`src/rtl/fetch_buffer_if.sv`:
```
// fetch_buffer_if: fetch-side and decode-side handshake bundle of the fetch buffer
interface fetch_buffer_if #(parameter int XLEN = 32);
  logic            in_valid;
  logic [XLEN-1:0] in_pc;
  logic [XLEN-1:0] in_instr;
  logic            pc_write;
  logic            flush;
  logic            out_valid;
  logic            out_ready;
  logic [XLEN-1:0] out_pc;
  logic [XLEN-1:0] out_instr;
  logic            out_misaligned;
  modport master (output in_valid, in_pc, in_instr, flush, out_ready,
                  input  pc_write, out_valid, out_pc, out_instr, out_misaligned);
  modport slave  (input  in_valid, in_pc, in_instr, flush, out_ready,
                  output pc_write, out_valid, out_pc, out_instr, out_misaligned);
endinterface

```
`src/rtl/fetch_buffer.sv`:
```
// fetch_buffer: circular instruction FIFO between fetch and decode; FETCH_BUFFER_BYPASS_EN adds a zero-latency bypass when empty
module fetch_buffer #(
  parameter int DEPTH = 4,
  parameter int XLEN  = 32
) (
  input  logic                     clk,
  input  logic                     reset,
  fetch_buffer_if.slave            bus,
  output logic [$clog2(DEPTH):0]   count
);
  localparam int AW = $clog2(DEPTH);
  logic [XLEN-1:0] pc_mem    [DEPTH];
  logic [XLEN-1:0] instr_mem [DEPTH];
  logic            mis_mem   [DEPTH];
  logic [AW-1:0]   rd_ptr, wr_ptr;
  logic            byp, head_valid, push, pop;
`ifdef FETCH_BUFFER_BYPASS_EN
  assign byp = count == '0 && bus.in_valid && !bus.flush && bus.out_ready;
`else
  assign byp = 1'b0;
`endif
  always_comb begin
    bus.pc_write       = count != (AW+1)'(DEPTH);
    head_valid         = count != '0 && !bus.flush;
    push               = bus.in_valid && bus.pc_write && !bus.flush && !byp;
    pop                = head_valid && bus.out_ready;
    bus.out_valid      = head_valid || byp;
    bus.out_pc         = head_valid ? pc_mem[rd_ptr]    : byp ? bus.in_pc    : '0;
    bus.out_instr      = head_valid ? instr_mem[rd_ptr] : byp ? bus.in_instr : '0;
    bus.out_misaligned = head_valid ? mis_mem[rd_ptr]   : byp && bus.in_pc[1:0] != 2'b00;
  end
  always_ff @(posedge clk or posedge reset)
    if (reset) begin
      rd_ptr <= '0;
      wr_ptr <= '0;
      count  <= '0;
    end else if (bus.flush) begin
      rd_ptr <= '0;
      wr_ptr <= '0;
      count  <= '0;
    end else begin
      rd_ptr <= pop  ? rd_ptr + 1'b1 : rd_ptr;
      wr_ptr <= push ? wr_ptr + 1'b1 : wr_ptr;
      count  <= count + (AW+1)'(push) - (AW+1)'(pop);
    end
  // payload storage carries no reset; validity lives in count
  always_ff @(posedge clk)
    if (push && !reset) begin
      pc_mem[wr_ptr]    <= bus.in_pc;
      instr_mem[wr_ptr] <= bus.in_instr;
      mis_mem[wr_ptr]   <= bus.in_pc[1:0] != 2'b00;
    end
endmodule

```
`src/flat_wrapper.sv`:
```
// flat-port wrapper written by rule: the top's interface ports become plain ports
module fetch_buffer_flat 
#(
  parameter int DEPTH = 4,
  parameter int XLEN  = 32
)
  (clk, reset, count, bus_in_valid, bus_in_pc, bus_in_instr, bus_flush, bus_out_ready, bus_pc_write, bus_out_valid, bus_out_pc, bus_out_instr, bus_out_misaligned);
  fetch_buffer_if #(.XLEN(XLEN)) bus_i ();
  input  logic clk;
  input  logic reset;
  output logic [$clog2(DEPTH):0] count;
  input wire logic [$bits(bus_i.in_valid)-1:0] bus_in_valid;
  input wire logic [$bits(bus_i.in_pc)-1:0] bus_in_pc;
  input wire logic [$bits(bus_i.in_instr)-1:0] bus_in_instr;
  input wire logic [$bits(bus_i.flush)-1:0] bus_flush;
  input wire logic [$bits(bus_i.out_ready)-1:0] bus_out_ready;
  output wire logic [$bits(bus_i.pc_write)-1:0] bus_pc_write;
  output wire logic [$bits(bus_i.out_valid)-1:0] bus_out_valid;
  output wire logic [$bits(bus_i.out_pc)-1:0] bus_out_pc;
  output wire logic [$bits(bus_i.out_instr)-1:0] bus_out_instr;
  output wire logic [$bits(bus_i.out_misaligned)-1:0] bus_out_misaligned;
  assign bus_i.in_valid = bus_in_valid;
  assign bus_i.in_pc = bus_in_pc;
  assign bus_i.in_instr = bus_in_instr;
  assign bus_i.flush = bus_flush;
  assign bus_i.out_ready = bus_out_ready;
  assign bus_pc_write = bus_i.pc_write;
  assign bus_out_valid = bus_i.out_valid;
  assign bus_out_pc = bus_i.out_pc;
  assign bus_out_instr = bus_i.out_instr;
  assign bus_out_misaligned = bus_i.out_misaligned;
  fetch_buffer #(.DEPTH(DEPTH), .XLEN(XLEN)) u_core (.clk(clk), .reset(reset), .bus(bus_i), .count(count));
endmodule
```
`config.mk`:
```
export PLATFORM = sky130hd
export DESIGN_NAME = fetch_buffer_flat
export DESIGN_NICKNAME = d
export VERILOG_FILES = /design/src/rtl/fetch_buffer_if.sv /design/src/rtl/fetch_buffer.sv /design/src/flat_wrapper.sv
export SDC_FILE = /design/constraint.sdc
export NUM_CORES = 1
export LEC_CHECK = 0
export CORE_MARGIN = 5
export CORE_UTILIZATION = 55
export DETAILED_ROUTE_END_ITERATION = 10
export PLACE_DENSITY = 0.8
export SLEW_MARGIN = 30
export SYNTH_ARGS = -nofsm -noshare
export SYNTH_HDL_FRONTEND = slang
export SYNTH_SLANG_ARGS = --single-unit
```
`constraint.sdc`:
```
create_clock -name clk -period 10 [get_ports clk]
set_clock_uncertainty 0.05 [all_clocks]
set_input_delay 2 -clock clk [delete_from_list [all_inputs] [get_ports clk]]
set_output_delay 2 -clock clk [all_outputs]
set_load 0.05 [all_outputs]
```
# [Yosys cells after proc, flatten, opt, wreduce, memory -nomap -nowiden]
# Memories as Yosys holds them, arrays and structs flattened.
# Cells that the tools add are included.
[classes] n_mux=10 n_addsub=4 eq_ne=1 reduce_logical=11
[ops] cell="2-to-1 mux 32 bit" count=2
[ops] cell="2-to-1 mux 2 bit" count=4
[ops] cell="nonzero test 2 bit" count=3
[ops] cell="logical AND 1 bit" count=5
[ops] cell="adder 2 x 1 -> 2 bit (second input constant)" count=2
[ops] cell="adder 3 x 1 -> 3 bit" count=1
[ops] cell="2-to-1 mux 1 bit" count=3
[ops] cell="2-to-1 mux 3 bit" count=1
[ops] cell="!= test 3 bit (second input constant)" count=1
[ops] cell="nonzero test 3 bit" count=1
[ops] cell="subtractor 3 x 1 -> 3 bit" count=1
[ops] cell="logical NOT 1 bit" count=2
[word_totals] output_inout_bits=70 memories=3 ram_bits=260 ff_bits=7 inputBits=69 elab_cells=32
[memory_table] name="u_core.instr_mem" depth=4 word_bits=32 rd=1 rd_ports_with_merged_regs=0 write_ports=1 line_no="fetch_buffer.sv:13" text="logic [XLEN-1:0] instr_mem [DEPTH];"
[memory_table] name="u_core.pc_mem" depth=4 word_bits=32 rd=1 rd_ports_with_merged_regs=0 write_ports=1 line_no="fetch_buffer.sv:12" text="logic [XLEN-1:0] pc_mem [DEPTH];"
[memory_table] name="u_core.mis_mem" depth=4 word_bits=1 rd=1 rd_ports_with_merged_regs=0 write_ports=1 line_no="fetch_buffer.sv:14" text="logic mis_mem [DEPTH];"

# [Logic depth before layout (Yosys ltp)]
[logic_depth] depth_word=6 mapped_depth=12

# [Worst setup path after synthesis]
# OpenSTA, ideal clock, no wires.
[synth_path] path_type="in2reg" start="input bus_flush" end="memory u_core.instr_mem[0][0], enable pin" setup_slack_ns=0.286 t_required_ns=9.276 setup_ns=0.674 path_buffers=1 path_stages=2 t_arrival_ns=8.990 cell_sequence="clkbuf_1 nor4b_1"
[synth_via] elab_chain_len=5
[synth_rtl] item="start, declared" line_no="flat_wrapper.sv:15" text="input wire logic [$bits(bus_i.flush)-1:0] bus_flush;"
[synth_rtl] item="logical NOT 1 bit" line_no="fetch_buffer.sv:25" text="push = bus.in_valid && bus.pc_write && !bus.flush && !byp;"
[synth_rtl] item="logical AND 1 bit" line_no="fetch_buffer.sv:25"
[synth_rtl] item="logical AND 1 bit" line_no="fetch_buffer.sv:48" text="if (push && !reset) begin"
[synth_rtl] item="2-to-1 mux 1 bit" line_no="fetch_buffer.sv:48"
[synth_rtl] item="2-to-1 mux 1 bit (not written as such)" line_no="fetch_buffer.sv:50" text="instr_mem[wr_ptr] <= bus.in_instr;"
[synth_rtl] item="end, declared" line_no="fetch_buffer.sv:13"
# No other way between the ends.

# [Final worst setup path]
[layout_path] start="input bus_flush" end="output bus_out_pc[18]"
[layout_via] elab_chain_len=3
[layout_rtl] item="logical NOT 1 bit" line_no="fetch_buffer.sv:24" text="head_valid = count != '0 && !bus.flush;"
[layout_rtl] item="logical AND 1 bit" line_no="fetch_buffer.sv:24"
[layout_rtl] item="2-to-1 mux 32 bit" line_no="fetch_buffer.sv:28" text="bus.out_pc = head_valid ? pc_mem[rd_ptr] : byp ? bus.in_pc : '0;"
[layout_rtl] item="end, declared" line_no="flat_wrapper.sv:19" text="output wire logic [$bits(bus_i.out_pc)-1:0] bus_out_pc;"
# No other way between the ends.

==> results.tsv <==
stage	metric	value	unit
clock_network	number of buffers created by CTS	26	
global_routing	total routing usage reported by global routing	18.04	%
floorplanning	core box area	18580	um^2
floorplanning	horizontal die dimension	147.1	um
cells_and_area	antenna fix cells	0	
global_routing	number of antenna violations at the first check in global routing	0	
drt	total via count after detailed routing	4851	
synth	most frequently used flop master after synthesis	edfxtp_1	
setup_path	maximum fanout count along the critical path	67	
drt	DR pass1 iterations	4	
pwr	Max VDD drop	162.4	uV
floorplanning	Starting Density	55.64	%
timing	worst slew margin relative to its limit	34.57	%
run	count of max-cap constraint violations	0	
global_routing	maximum number of pins on one net before global-route repair	68	
synth	Mapped Avg Cell Area	22.28	um^2
clock_network	number of buffers on the longest clock path	3	
floorplanning	floorplan row count	50	
placement	IO buf count	138	
cells_and_area	fraction of final layout cells with drive strength greater than 1	17.69	%
synth	top-area cell type share of the netlist area	75.53	%
drt	post-detailed-route count of antenna-violating nets	0	
clock_network	clock input transition at the sequential cells of the worst setup and hold paths	60	ps
drt	routed wl met3	853	um
synth	share of the yosys chip area belonging to registers	77.22	%
pwr	power density over the cells	241.9	nW/um^2
pwr	reported leakage power	4.045	nW
clock_network	Resized cells post-CTS	0	
clock_network	Clock H-tree levels	1	
timing	RSZ-0062 raised after global routing	no	
cells_and_area	commonest non-fill, non-tap cell in the layout	edfxtp_1	
cells_and_area	most frequent cells in the layout	edfxtp_1 (260), clkdlybuf4s50_1 (138), and2_1 (68), mux4_2 (65), clkbuf_16 (27)	
timing	worst slew pin tran	981.5	ps
synth	count of warnings emitted by yosys	0	
synth	number of enable-type register cells in the synthesized netlist	260	
synth	mapped cell area	10340	um^2
synth	Post-Syn Nets	540	
worst_hold_path	classification of the worst-slack hold path	flip-flop to flip-flop	
setup_path	kind of start point of the critical path	input port	
clock_network	clock root buffer	clkbuf_16	
cells_and_area	final cell utilization of the core	68.52	%
floorplanning	height of the chip	147.1	um
cells_and_area	total number of nets in the final design	691	
drt	highest layer used for signal routing	met4	
floorplanning	I/O Pins	139	
clock_network	clock insertion delay at the later pin of the skew report	500	ps
synth	number of distinct library cells after synthesis	28	
drt	Routed WL	19.38	mm
timing	count of endpoints failing setup in the final report	0	
clock_network	TritonCTS clock tree	built	
timing	Final Hold Violating Endpoints	0	
timing	period utilization	66.19	%
clock_network	Post CTS Setup Buffer Count	0	
cells_and_area	Area growth, synth to finish	23.15	%
global_routing	wire length of the first global-routing pass	30.19	mm
synth	largest cells by area after synthesis	edfxtp_1 (76%), mux4_2 (14%), and2_1 (4.1%), dfrtp_1 (1.7%), buf_12 (0.77%)	
drt	number of DRC markers in iteration 0	247	
global_routing	via count of the first global-routing pass	5349	
drt	wire length on met1	7.551	mm
drt	drt via density	5.595	
timing	final max-slew violation count	0	
timing	Total Neg Setup Slack	0	ps
synth	Synth async-reset ratio	2.622	%
setup_path	WP data arrival	4570	ps
setup_path	required time at the endpoint of the critical path	7950	ps
setup_path	kind of capture point of the worst setup path	primary output	
timing	FMAX	151.1	MHz
run_status	result of the run	finished, final reports clean	
floorplanning	die footprint	21640	um^2
drt	detailed route wirelength on metal2	10.71	mm
clock_network	clk sinks	267	
timing	final critical delay including setup and external delays	6619	ps
synth	synthesized instance count	464	
placement	last weighted congestion value of the routability-driven placer	0.7373	
synth	flop and latch count out of synthesis	267	
clock_network	CTS hold repair buffers	0	
global_routing	Congestion Overflow GR	0	
drt	average detailed-routed wire length per instance	22.36	um
cells_and_area	count of fill cells added during filler insertion	1160	
drt	Residual DRC	0	
synth	dominant cell type by area after synthesis	edfxtp_1	
setup_path	worst setup path class	input port to primary output	
placement	detailed placer's ending HPWL	11.38	mm
[layer usage]
layer  vias to the layer above  GRT usage [%]
li1                       2184              -
met1                      2517          22.54
met2                       128          33.55
met3                        22          2.807
met4                         0          3.914
met5                         -              0
[sequential cells by signal, summed over array words and instances (netlist names)]
| signal | flops |
|---|---|
| u_core.count | 3 |
| u_core.instr_mem | 128 |
| u_core.mis_mem | 4 |
| u_core.pc_mem | 128 |
| u_core.rd_ptr | 2 |
| u_core.wr_ptr | 2 |
[critical path: stages]
cell	delay, ps
clkdlybuf4s50_1	740
nor2_4	210
buf_4	520
and2_1	250
clkdlybuf4s50_1	810
[kinds of logic after synthesis]
kind of cell,Yosys count,synth area share [%]
DFF,267,77.22
AOI/OAI and AO/OA,3,0.1694
muxes,67,14.37
xor gates and xnor gates,2,0.1695
adders and majority gates,7,0.9199
and+or+nand+nor,89,5.265
buffers and inverters,29,1.888
[cell usage after synthesis (all sizes together) (2+ instances only)]
| cell | n |
|---|---|
| ha | 6 |
| mux4 | 65 |
| and2 | 68 |
| xor2 | 2 |
| buf | 14 |
| dfrtp | 7 |
| nor3 | 2 |
| edfxtp | 260 |
| nor4b | 4 |
| inv | 6 |
| nand2 | 2 |
| nand2b | 2 |
| nor2 | 7 |
| clkbuf | 9 |
[path summary, 6_finish.rpt]
check	startpoint	endpoint	slack, ps	cells past startpoint
max reg2reg	u_core.count[0]	u_core.count[2]	6990	12
min in group asynchronous	reset	u_core.rd_ptr[0]	1900	2
min	u_core.wr_ptr[1]	u_core.wr_ptr[1]	580	2
max	bus_flush	bus_out_pc[18]	3380	5
min reg2reg	u_core.wr_ptr[1]	u_core.wr_ptr[1]	580	2
max in group asynchronous	reset	u_core.rd_ptr[0]	7740	2
[power breakdown]
group	switching (mW)	internal, mW	leakage, nW
logic	0.517	0.377	1.24
clock network	0.374	0.486	0.371
registers	0.0541	1.27	2.44
[layout make-up]
cell class                      instances  area [um^2]  area share [%]
Timing Repair Buffer                  146         1478           11.61
Clock buffer                           29        683.2           5.366
Sequential cell                       267         7990           62.76
Multi-Input combinational cell        168         2192           17.22
Clock inverter                         17        72.57          0.5700
Inverter                                6        22.52          0.1769
Tap cell                              234        292.8           2.300
[through the flow]
step | area (um^2) | hold slack, ps | power, mW | setup WS, ps | std cells
2_1_floorplan | 10340 | 504.1 | 2.007 | 285.9 | 464
3_3_place_gp | 11920 | 519.5 | 2.232 | 3463 | 819
3_5_place_dp | 11920 | 572.9 | 2.257 | 3363 | 819
4_1_cts | 12680 | 585.6 | 3.118 | 3350 | 865
5_1_grt | 12730 | 605.1 | 3.208 | 3241 | 867
6_report | 12730 | 582.8 | 3.080 | 3381 | 867
No activity file was read; power rests on OpenSTA's default activity.
